--- src/rtl/stopwatch_counter_pkg.sv ---
// Shared watch definitions: FSM state encoding and default timing constants.
package stopwatch_counter_pkg;

    // Default clk cycles per millisecond tick (50 MHz clock).
    localparam int unsigned DefaultClkDiv   = 50000;
    // Last millisecond value before wrap: 9:59:59.999.
    localparam int unsigned DefaultMaxCount = 35999999;

    typedef enum logic [1:0] {
        StIdle    = 2'd0,
        StRunning = 2'd1,
        StPaused  = 2'd2
    } state_e;

endpackage

--- src/rtl/edge_detect.sv ---
// Registers a synchronous level and flags the cycle where it first goes high.
module edge_detect (
    input  logic clk,
    input  logic reset,
    input  logic din,
    output logic pulse
);

    logic prev_q;

    // Remember last cycle's level; cleared by reset so a level held through
    // reset yields one edge on the first cycle afterwards.
    always_ff @(posedge clk or posedge reset) begin
        if (reset) begin
            prev_q <= 1'b0;
        end else begin
            prev_q <= din;
        end
    end

    assign pulse = din & ~prev_q;

endmodule

--- src/rtl/stopwatch_counter.sv ---
// Millisecond stopwatch: run/pause/clear FSM, prescaled ms counter with wrap,
// and lap capture of the pre-increment count.
module stopwatch_counter
    import stopwatch_counter_pkg::*;
#(
    parameter int unsigned CLK_DIV   = DefaultClkDiv,
    parameter int unsigned BITS      = 26,
    parameter int unsigned MAX_COUNT = DefaultMaxCount
) (
    input  logic            clk,
    input  logic            reset,
    input  logic            start_stop,
    input  logic            clear,
    input  logic            lap,
    output logic [BITS-1:0] count,
    output logic [BITS-1:0] lap_count,
    output logic            lap_valid,
    output logic            running,
    output logic            wrap
);

    localparam int unsigned PreW = (CLK_DIV > 1) ? $clog2(CLK_DIV) : 1;
    localparam logic [PreW-1:0] PreMax   = PreW'(CLK_DIV - 1);
    localparam logic [BITS-1:0] CountMax = BITS'(MAX_COUNT);

    state_e            state_q, state_d;
    logic [PreW-1:0]   pre_q, pre_d;
    logic [BITS-1:0]   count_q, count_d;
    logic [BITS-1:0]   lap_count_q, lap_count_d;
    logic              lap_valid_q, lap_valid_d;
    logic              wrap_q, wrap_d;
    logic              running_q;
    logic              ss_edge, lap_edge;

    edge_detect u_ss_edge (
        .clk   (clk),
        .reset (reset),
        .din   (start_stop),
        .pulse (ss_edge)
    );

    edge_detect u_lap_edge (
        .clk   (clk),
        .reset (reset),
        .din   (lap),
        .pulse (lap_edge)
    );

    // Next-state, prescaler/count advance, and lap capture.
    always_comb begin
        state_d     = state_q;
        pre_d       = pre_q;
        count_d     = count_q;
        lap_count_d = lap_count_q;
        lap_valid_d = 1'b0;
        wrap_d      = 1'b0;

        unique case (state_q)
            StIdle: begin
                if (clear) begin
                    pre_d   = '0;
                    count_d = '0;
                end else if (ss_edge) begin
                    state_d = StRunning;
                    pre_d   = '0;
                end
            end
            StRunning: begin
                // A pause edge freezes everything, including a tick due now.
                if (ss_edge) begin
                    state_d = StPaused;
                end else if (pre_q == PreMax) begin
                    pre_d = '0;
                    if (count_q == CountMax) begin
                        count_d = '0;
                        wrap_d  = 1'b1;
                    end else begin
                        count_d = count_q + BITS'(1);
                    end
                end else begin
                    pre_d = pre_q + PreW'(1);
                end
            end
            StPaused: begin
                // Clear outranks resume; resuming keeps the partial ms.
                if (clear) begin
                    state_d = StIdle;
                    pre_d   = '0;
                    count_d = '0;
                end else if (ss_edge) begin
                    state_d = StRunning;
                end
            end
            default: begin
                state_d = StIdle;
                pre_d   = '0;
                count_d = '0;
            end
        endcase

        if (lap_edge && (state_q != StIdle)) begin
            lap_count_d = count_q;
            lap_valid_d = 1'b1;
        end
    end

    // State and datapath registers.
    always_ff @(posedge clk or posedge reset) begin
        if (reset) begin
            state_q     <= StIdle;
            pre_q       <= '0;
            count_q     <= '0;
            lap_count_q <= '0;
            lap_valid_q <= 1'b0;
            wrap_q      <= 1'b0;
            running_q   <= 1'b0;
        end else begin
            state_q     <= state_d;
            pre_q       <= pre_d;
            count_q     <= count_d;
            lap_count_q <= lap_count_d;
            lap_valid_q <= lap_valid_d;
            wrap_q      <= wrap_d;
            running_q   <= (state_d == StRunning);
        end
    end

    assign count     = count_q;
    assign lap_count = lap_count_q;
    assign lap_valid = lap_valid_q;
    assign running   = running_q;
    assign wrap      = wrap_q;

endmodule
--- config.mk ---
export PLATFORM = sky130hd
export DESIGN_NAME = stopwatch_counter
export DESIGN_NICKNAME = d
export VERILOG_FILES = /design/src/rtl/stopwatch_counter_pkg.sv /design/src/rtl/edge_detect.sv /design/src/rtl/stopwatch_counter.sv
export SDC_FILE = /design/constraint.sdc
export NUM_CORES = 1
export LEC_CHECK = 0
export ABC_AREA = 0
export ABC_CLOCK_PERIOD_IN_PS = 7550
export BUFFER_PORTS_ARGS = -buffer_cell sky130_fd_sc_hd__buf_2
export CAP_MARGIN = 20
export CORE_AREA = 3 3 105 107
export CTS_BUF_LIST = sky130_fd_sc_hd__clkbuf_4 sky130_fd_sc_hd__clkbuf_8
export CTS_CLUSTER_SIZE = 28
export DETAILED_ROUTE_END_ITERATION = 8
export DIE_AREA = 0 0 108 110
export PLACE_DENSITY = 0.59
export SLEW_MARGIN = 20
export SYNTH_ARGS = -nofsm -noshare
export SYNTH_HDL_FRONTEND = slang
export SYNTH_SLANG_ARGS = --single-unit
--- constraint.sdc ---
create_clock -name clk -period 7.55 [get_ports clk]
set_input_delay 1.51 -clock clk [delete_from_list [all_inputs] [get_ports clk]]
set_output_delay 1.51 -clock clk [all_outputs]
set_load 0.01 [all_outputs]
==> results.toml, run 1 <==
[route]
routedWlPerCell_um = 15.2
vias = 3012
drc_errors = 0
ant_nets = 0
routed_via_density = 5.15
dr.pass1.iters = 5
first_iter_violations = 181
totalWireLength_um = 8860

[worst_setup_path]
cp.required_ns = 7.82
path_buf_inv = 1
cp_top_family = "simple AND/OR/NAND/NOR gates"
slowest_delay_ns = 0.77
worst_setup_path_end_kind = "flop"
cp_max_fo = 16
critPathKind = "in2reg"
critical_path.startpoint_type = "primary input"
worstPathCellList = "buf_2 > and4bb_2 > nor2_1 > nand2_4 > or4_1 > a21oi_1"
arrival_ns = 3.65
slowest_stage = "nor2_1"

[synth]
synth_area_leader_cell = "dfrtp_1"
syn_area_per_cell_um2 = 9.41
ys_types = 52
yosysSeqAreaShare_pct = 51.9
synth-seq-cells = 75
netlist.area_leader.share_pct = 51.9
synth_area_um2 = 3610
synth_warnings = 0
synth_most_common_cell = "nand2_1"
ys_dominant_reg_cell = "dfrtp_1"
async_reset_ff_share_pct = 100
synth_commonest_cells = "94 x nand2_1, 75 x dfrtp_1, 34 x nor2_1"
synth_edf_count = 0
synthCells = 384
syn-num-nets = 392
synth_area_leaders = "dfrtp_1 52%, nand2_1 9.8%, nor2_1 3.5%, xor2_1 3.1%, nand3_1 3.0%"

[cts]
htree_levels = 3
cts_resized = 0
post-cts-setup-buffers = 0
cts_root_buf = "clkbuf_8"
clk_pin_slew_ns = 0.08
cts_sinks = 75
cts-buffers-inserted = 9
cts_buffer_depth = 2
cts_tree = "yes"
clk_latency_ns = 0.34
cts_hold_buf = 0

[floorplanning]
die_x_um = 108
initial_utilization_pct = 35.3
ioPinCount = 60
core_region_area_um2 = 10200
dieArea_um2 = 11900
die_h_um = 110
fp-row-count = 37

[sta]
fmax_mhz = 296
final.setup.worst_slack_ns = 4.17
slew_viol_final = 0
hold_violations = 0
finalSetupTns_ns = 0
period_minus_slack_ns = 3.38
worstMarginPinSlew_ns = 1.01
grt_setup_unrepaired = "false"
timing.hold.ws_ns = 0.470
skew_ns = 0.00907
max_slew_margin_pct = 32.3
post-route-period-util_pct = 44.8
setup_violations = 0

[global_routing]
grtUsageTotal_pct = 15.6
grt_max_degree = 76
first_global_vias = 2898
grt_remaining_overflow = 0
antenna_found_initial = 0
grt_pass1_wl_um = 14800

[finish]
multi_input_area_um2 = 1650
num_antenna_cells = 0
n_fill_cell = 1038
drive_above_1_share_pct = 21.2
nets = 453
register_area_um2 = 1880
syn_to_final_growth_pct = 18.3

[status]
outcome = "completed"

[run]
drv_cap = 0

[power_and_ir_drop]
vdd_drop_max_mv = 0.0971
power_density_nw_per_um2 = 210
total_leakage_power_nw = 2.08

[placement]
gp_congestion = 0.795
post-place-ws_ns = 3.82
dp_hpwl_um = 6050
io_buffers = 59

[worst_hold_path]
min_path_type = "reg2reg"
path summary, 6_finish.rpt:
path                                           startpoint                         to  slack (ns)  cells after the start
worst min-delay path            lap_count[18]$_DFFE_PP0P_  lap_count[18]$_DFFE_PP0P_        0.47                      2
min in group asynchronous                           reset       state_q[1]$_DFF_PP0_        1.44                      3
worst max register to register       state_q[0]$_DFF_PP0_      count[24]$_DFFE_PP0P_        5.00                      5
max in group asynchronous                           reset       pre_q[9]$_DFFE_PP0P_        5.44                      3
worst min register to register  lap_count[18]$_DFFE_PP0P_  lap_count[18]$_DFFE_PP0P_        0.47                      2
worst max-delay path                           start_stop      count[24]$_DFFE_PP0P_        4.17                      6
final cells by class:
class	count	area share, %
clock buffer	10	3.07
clock inverter	5	2.40
timing repair buffer	61	7.25
inverter	9	0.790
tap	136	3.98
multi-input combinational	289	38.6
sequential	75	43.9
routing by layer:
metal / track usage, % / share of wire, %
met2: 23.1 / 43
met5: 0 / 0
met4: 5.41 / 1.4
met3: 2.74 / 5.3
met1: 23.1 / 50
worst reg2reg max path, delay by kind of cell (launching register included):
| kind | cells | cell delay [ns] |
|---|---|---|
| DFF | 1 | 0.43 |
| AOI/OAI and AO/OA | 1 | 0.15 |
| and+or+nand+nor | 4 | 1.92 |
where the power goes:
group	internal [W]	total, W	switching, W
Sequential	0.000415	0.000431	0.0000159
Combinational	0.0000270	0.000104	0.0000769
Clock	0.000221	0.000366	0.000145
Total	0.000663	0.000900	0.000238
cell families (layout without fill, tap and decap cells):
kind of cell | Yosys count | count (layout) | synth area share [%]
mux | 1 | 1 | 0.312
buf+inv | 20 | 85 | 2.35
xor+xnor | 23 | 23 | 5.57
flops | 75 | 75 | 51.9
simple gates | 216 | 216 | 29.8
fa+ha+maj | 3 | 3 | 1.04
compound gates | 46 | 46 | 9.03
metrics by stage:
stage | instance area [µm²] | power, W | util (%) | cells
after floorplan | 3610 | 0.000510 | - | 384
after global placement | 4040 | 0.000540 | 39.5 | 570
after detailed placement | 4040 | 0.000543 | 39.5 | 570
after CTS | 4280 | 0.000911 | 41.8 | 585
after global routing | 4280 | 0.000945 | 41.8 | 585
final | 4280 | 0.000900 | 41.8 | 585
cells in the final DEF, fill, tap and decap left out, drive strengths merged, types with 2 or more instances in the layout:
cell type and n:
o31ai 3, bufinv 3, inv 9, buf 61, a31oi 2, nor4 6, nor3b 2, and4bb 3
nand3 23, ha 3, nand2b 5, nand2 95, xnor2 10, nor2 36, o22ai 2, o21ai 17
nand4 15, or4 4, o211ai 5, dfrtp 75, and4 2, xor2 13, clkbuf 10, nor3 9
or3 4, and3 7, a21oi 7
state kept, by name, summed over array words and instances (netlist names):
register	cells
count	26
lap_count	26
pre_q	16
state_q	2
lap_valid	1
running	1
u_lap_edge.prev_q	1
u_ss_edge.prev_q	1
wrap	1
(Power assumes the default switching activity.)
==> run 2, diff against run 1 <==
--- a/config.mk
+++ b/config.mk
@@ -5,15 +5,15 @@
 export SDC_FILE = /design/constraint.sdc
 export NUM_CORES = 1
 export LEC_CHECK = 0
-export ABC_AREA = 0
-export ABC_CLOCK_PERIOD_IN_PS = 7550
+export ABC_AREA = 1
+export ABC_CLOCK_PERIOD_IN_PS = 3250
 export BUFFER_PORTS_ARGS = -buffer_cell sky130_fd_sc_hd__buf_2
 export CAP_MARGIN = 20
-export CORE_AREA = 3 3 105 107
+export CORE_AREA = 3 3 114 116
 export CTS_BUF_LIST = sky130_fd_sc_hd__clkbuf_4 sky130_fd_sc_hd__clkbuf_8
 export CTS_CLUSTER_SIZE = 28
 export DETAILED_ROUTE_END_ITERATION = 8
-export DIE_AREA = 0 0 108 110
+export DIE_AREA = 0 0 117 119
 export PLACE_DENSITY = 0.59
 export SLEW_MARGIN = 20
 export SYNTH_ARGS = -nofsm -noshare
==> constraint.sdc (replaced) <==
create_clock -name clk -period 3.25 [get_ports clk]
set_input_delay 0.65 -clock clk [delete_from_list [all_inputs] [get_ports clk]]
set_output_delay 0.65 -clock clk [all_outputs]
set_load 0.01 [all_outputs]
==> run 2 against run 1 <==
  * Utilization decreased by 0.57 points
  * Power is 130% higher
  * Clock skew rose by 0.0062 ns
  * Sequential power increased by 130%
  * Worst hold slack got worse by 0.071 ns
  * Count of clock-buffer cells in the layout is 2 higher
  * Final cell count is 36% higher
  * Global-route usage up 0.92 points
==> results.toml, run 2 <==
[finish]
finalInstanceArea_um2 = 4950
multi_input_area_um2 = 2100
register_area_um2 = 1880
syn_to_final_growth_pct = 13.9
nets = 649
drive_above_1_share_pct = 19.2
final_common_cell = "nand2_1"
mostFrequentLayoutCells = "175 x nand2_1, 75 x dfrtp_1, 67 x nor2_1"
num_antenna_cells = 0
n_fill_cell = 1265

[worst_setup_path]
cp_max_fo = 30
rrSetupSlack_ns = 1.30
arrival_ns = 2.24
critPathKind = "reg2reg"
worst_setup_path_end_kind = "flop"
cp.required_ns = 3.53
r2r_cells = 7
critical_path.startpoint_type = "flop"

[run]
drv_cap = 0

[route]
first_iter_violations = 214
vias = 3836
totalWireLength_um = 10800
routed_via_density = 4.84
routedWlPerCell_um = 13.6
ant_nets = 0
dr.pass1.iters = 4
drc_errors = 0

[placement]
gp_congestion = 0.899
dp_hpwl_um = 8210
io_buffers = 59
place_area_um2 = 4740

[cts]
cts-buffers-inserted = 9
cts_hold_buf = 0
cts_buffer_depth = 2
cts_resized = 0
htree_levels = 3
post-cts-setup-buffers = 0
cts_tree = "yes"
cts_root_buf = "clkbuf_8"
clk_pin_slew_ns = 0.08
cts_sinks = 75
clk_latency_ns = 0.38

[synth]
synth_area_leaders = "dfrtp_1 43%, nand2_1 15%, nand3_1 6.0%, nor2_1 5.8%, inv_1 5.3%"
synth_area_um2 = 4350
synth_area_leader_cell = "dfrtp_1"
yosysSeqAreaShare_pct = 43.1
synth_warnings = 0
synth_commonest_cells = "175 x nand2_1, 75 x dfrtp_1, 67 x nor2_1"
netlist.area_leader.share_pct = 43.1
syn-num-nets = 592
synth_edf_count = 0
async_reset_ff_share_pct = 100
syn_area_per_cell_um2 = 7.45
ys_dominant_reg_cell = "dfrtp_1"
synthCells = 584
synth-seq-cells = 75
ys_types = 34
synth_most_common_cell = "nand2_1"

[sta]
fmax_mhz = 512
period_minus_slack_ns = 1.95
hold_violations = 0
grt_setup_unrepaired = "false"
finalSetupTns_ns = 0
post-route-period-util_pct = 60.1
slew_viol_final = 0
worstMarginPinSlew_ns = 0.743
setup_violations = 0
max_slew_margin_pct = 50.4
skew_ns = 0.0152

[floorplanning]
die_h_um = 119
ioPinCount = 60
dieArea_um2 = 13900
core_region_area_um2 = 12000
initial_utilization_pct = 36.2
die_x_um = 117
fp-row-count = 40

[global_routing]
first_global_vias = 3572
grt_pass1_wl_um = 18100
grt_remaining_overflow = 0
grt_max_degree = 47
antenna_found_initial = 0
grtUsageTotal_pct = 16.5

[status]
outcome = "completed"

[power_and_ir_drop]
total_leakage_power_nw = 2.38
vdd_drop_max_mv = 0.254
power_density_nw_per_um2 = 416

[worst_hold_path]
min_path_type = "in2async"
## run 2: area by class of cell
cell class | count | share of cell area, %
multi-input combinational | 426 | 42.4
sequential | 75 | 37.9
timing repair buffer | 60 | 6.37
inverter | 69 | 5.33
tap | 147 | 3.71
clock buffer | 12 | 3.33
clock inverter | 4 | 0.960
## run 2: power by group
part | internal (W) | leakage (nW) | switching [W]
clock network | 0.000415 | 0.108 | 0.000358
registers | 0.000965 | 1.04 | 0.0000329
logic | 0.0000734 | 1.24 | 0.000215
total | 0.00145 | 2.38 | 0.000606
## run 2: critical path: stages (launching register included)
cell     delay [ns]
dfrtp_1        0.48
nor2_8         0.47
nand3_4        0.19
nand2_4        0.20
inv_4          0.10
nand2_2        0.13
inv_2          0.09
nor3b_1        0.19
## run 2: metal layers
metal | up-vias | wire [µm] | global-route usage, %
met1 | 1773 | 4970 | 22.0
met3 | 13 | 468 | 4.42
met5 | - | 0 | 0
met2 | 69 | 5150 | 25.6
li1 | 1981 | - | -
met4 | 0 | 200 | 6.09
## run 2: final timing paths
check                                         start                     endpoint
setup / recovery               state_q[1]$_DFF_PP0_         pre_q[6]$_DFFE_PP0P_
hold / removal                                reset    lap_count[16]$_DFFE_PP0P_
setup reg to reg               state_q[1]$_DFF_PP0_         pre_q[6]$_DFFE_PP0P_
hold reg to reg            lap_count[6]$_DFFE_PP0P_     lap_count[6]$_DFFE_PP0P_
max in group asynchronous                     reset        count[23]$_DFFE_PP0P_
min in group clk                                lap  u_lap_edge.prev_q$_DFF_PP0_
## run 2: metrics by stage
| stage | power (W) | instances | util (%) | hold slack, ns | setup WS [ns] |
|---|---|---|---|---|---|
| 2_1_floorplan | 0.00126 | 584 | - | 0.474 | 0.690 |
| 3_3_place_gp | 0.00130 | 777 | 39.5 | 0.448 | 1.27 |
| 3_5_place_dp | 0.00131 | 777 | 39.5 | 0.453 | 1.26 |
| 4_1_cts | 0.00208 | 793 | 41.2 | 0.384 | 1.27 |
| 5_1_grt | 0.00216 | 793 | 41.2 | 0.379 | 1.13 |
| 6_report | 0.00206 | 793 | 41.2 | 0.399 | 1.30 |
## run 2: logic make-up after synthesis
logic type	synth area share, %
compound gates	8.83
xor+xnor	1.81
fa+ha+maj	0.863
buf+inv	8.57
flops	43.1
simple gates	36.8
==> run 3, diff against run 2 <==
--- a/config.mk
+++ b/config.mk
@@ -6,7 +6,7 @@
 export NUM_CORES = 1
 export LEC_CHECK = 0
 export ABC_AREA = 1
-export ABC_CLOCK_PERIOD_IN_PS = 3250
+export ABC_CLOCK_PERIOD_IN_PS = 1850
 export BUFFER_PORTS_ARGS = -buffer_cell sky130_fd_sc_hd__buf_2
 export CAP_MARGIN = 20
 export CORE_AREA = 3 3 114 116
==> constraint.sdc (replaced) <==
create_clock -name clk -period 1.85 [get_ports clk]
set_input_delay 0.37 -clock clk [delete_from_list [all_inputs] [get_ports clk]]
set_output_delay 0.37 -clock clk [all_outputs]
set_load 0.01 [all_outputs]
==> run 3 against run 2 <==
  * Utilization grew 1.3 points
  * Register-to-register slack lost 1.1 ns
  * Clock power grew 100%
  * First-iteration DRC count grew 3.3%
  * Critical endpoint is now count[18]$_DFFE_PP0P_
  * Count of clock-buffer cells in the layout shrank 1
  * Power grew 89%
==> results.toml, run 3 (synthesis results as in run 2) <==
[sta]
skew_ns = 0.0134
period_minus_slack_ns = 1.67
hold_violations = 0
slew_viol_final = 0
setup_violations = 0
fmax_mhz = 599
max_slew_margin_pct = 72.4
grt_setup_unrepaired = "false"
worstMarginPinSlew_ns = 0.411
finalSetupTns_ns = 0
post-route-period-util_pct = 90.2
final.setup.worst_slack_ns = 0.181
timing.hold.ws_ns = 0.112

[global_routing]
antenna_found_initial = 0
grt_pass1_wl_um = 18900
grt_max_degree = 41
grtUsageTotal_pct = 17.3
first_global_vias = 3815
grt_remaining_overflow = 0

[cts]
cts_root_buf = "clkbuf_8"
cts_sinks = 75
clk_pin_slew_ns = 0.08
cts_tree = "yes"
clk_latency_ns = 0.37
post-cts-setup-buffers = 0
cts_buffer_depth = 2
cts-buffers-inserted = 9
htree_levels = 3

[finish]
drive_above_1_share_pct = 20.7
finalInstanceArea_um2 = 5100
nets = 660
num_antenna_cells = 0
mostFrequentLayoutCells = "175 x nand2_1, 74 x dfrtp_1, 66 x nor2_1"
syn_to_final_growth_pct = 17.3
final_common_cell = "nand2_1"

[placement]
io_buffers = 59
dp_hpwl_um = 8650
place_area_um2 = 4840
post-place-ws_ns = 0.183
gp_congestion = 0.958

[status]
outcome = "completed"

[power_and_ir_drop]
total_leakage_power_nw = 2.46
power_density_nw_per_um2 = 762
vdd_drop_max_mv = 0.327

[floorplanning]
fp-row-count = 40
core_region_area_um2 = 12000
initial_utilization_pct = 36.2
ioPinCount = 60
dieArea_um2 = 13900
die_x_um = 117
die_h_um = 119

[worst_hold_path]
min_path_type = "in2reg"

[route]
routedWlPerCell_um = 14.1
drc_errors = 0
totalWireLength_um = 11300
vias = 3931
first_iter_violations = 221
dr.pass1.iters = 5
ant_nets = 0
routed_via_density = 4.89

[worst_setup_path]
worst_setup_path_end_kind = "flop"
cp.required_ns = 2.13
cp_top_family = "simple AND/OR/NAND/NOR gates"
path_buf_inv = 1
critPathKind = "reg2reg"
critical_path.startpoint_type = "flop"
slowest_delay_ns = 0.44
arrival_ns = 1.95
slowest_stage = "dfrtp_1"
worstPathCellList = "ha_1 > inv_1 > nor2_4 > nand2_1 > nor2_1 > nand3_1 > nor2_1 > nand2_1 > nand2_1 > nor2_1"
cp_max_fo = 7

[run]
drv_cap = 0
==> run 3: changes by cell type in the layout (fill, tap and decap cells not counted), moves of 2 or more <==
cell | previous run | this run
clkbuf_8 | 12 | 10
bufinv_16 | 1 | 3
buf_12 | 1 | 3
buf_4 | 0 | 8
==> run 3: final cells by class <==
class,count,area (µm²)
clock buffer,11,145
clock inverter,5,100
fill,1265,6910
inverter,69,268
multi-input combinational,426,2100
sequential,75,1880
tap,147,184
timing repair buffer,71,425
==> run 3: metrics by stage <==
step / utilization, % / std cells / total power [W]
after floorplan: - / 584 / 0.00221
after global placement: 40.3 / 787 / 0.00236
after detailed placement: 40.3 / 787 / 0.00236
after CTS: 42.5 / 804 / 0.00395
after global routing: 42.5 / 804 / 0.00409
final: 42.5 / 804 / 0.00389
==> run 3: layer usage <==
metal | wire length (µm) | track usage [%] | share of wire, % | up-vias
li1 | - | - | - | 2005
met2 | 5330 | 27.0 | 47 | 90
met3 | 480 | 4.93 | 4.2 | 30
met4 | 357 | 7.10 | 3.2 | 0
met1 | 5140 | 22.3 | 45 | 1806
met5 | 0 | 0 | 0 | -
==> run 3: path summary, 6_finish.rpt <==
check                                    startpoint                     endpoint  slack [ns]  cells past startpoint
min in group asynchronous                     reset            running$_DFF_PP0_        0.44                      3
setup reg to reg               count[1]$_DFFE_PP0P_        count[18]$_DFFE_PP0P_        0.18                     10
hold reg to reg            lap_count[1]$_DFFE_PP0P_     lap_count[1]$_DFFE_PP0P_        0.47                      2
hold / removal                                  lap  u_lap_edge.prev_q$_DFF_PP0_        0.11                      1
max in group asynchronous                     reset         count[8]$_DFFE_PP0P_        0.78                      4
setup / recovery               count[1]$_DFFE_PP0P_        count[18]$_DFFE_PP0P_        0.18                     10
==> run 3: timing repair <==
item                       in CTS  in global routing
setup endpoints to repair       0                  2
gates resized for setup         0                  2
hold buffers                    1                  0
hold endpoints to repair        3                  0
==> run 3: power breakdown <==
part / internal (W) / switching (W)
registers: 0.00170 / 0.0000460
logic: 0.000170 / 0.000407
clock network: 0.000944 / 0.000627
==> run 3: worst register-to-register path, stage by stage, from the launching register on <==
cell	delay, ns
dfrtp_1	0.44
ha_1	0.28
inv_1	0.10
nor2_4	0.15
nand2_1	0.12
nor2_1	0.15
nand3_1	0.09
nor2_1	0.10
nand2_1	0.06
nand2_1	0.07
nor2_1	0.04
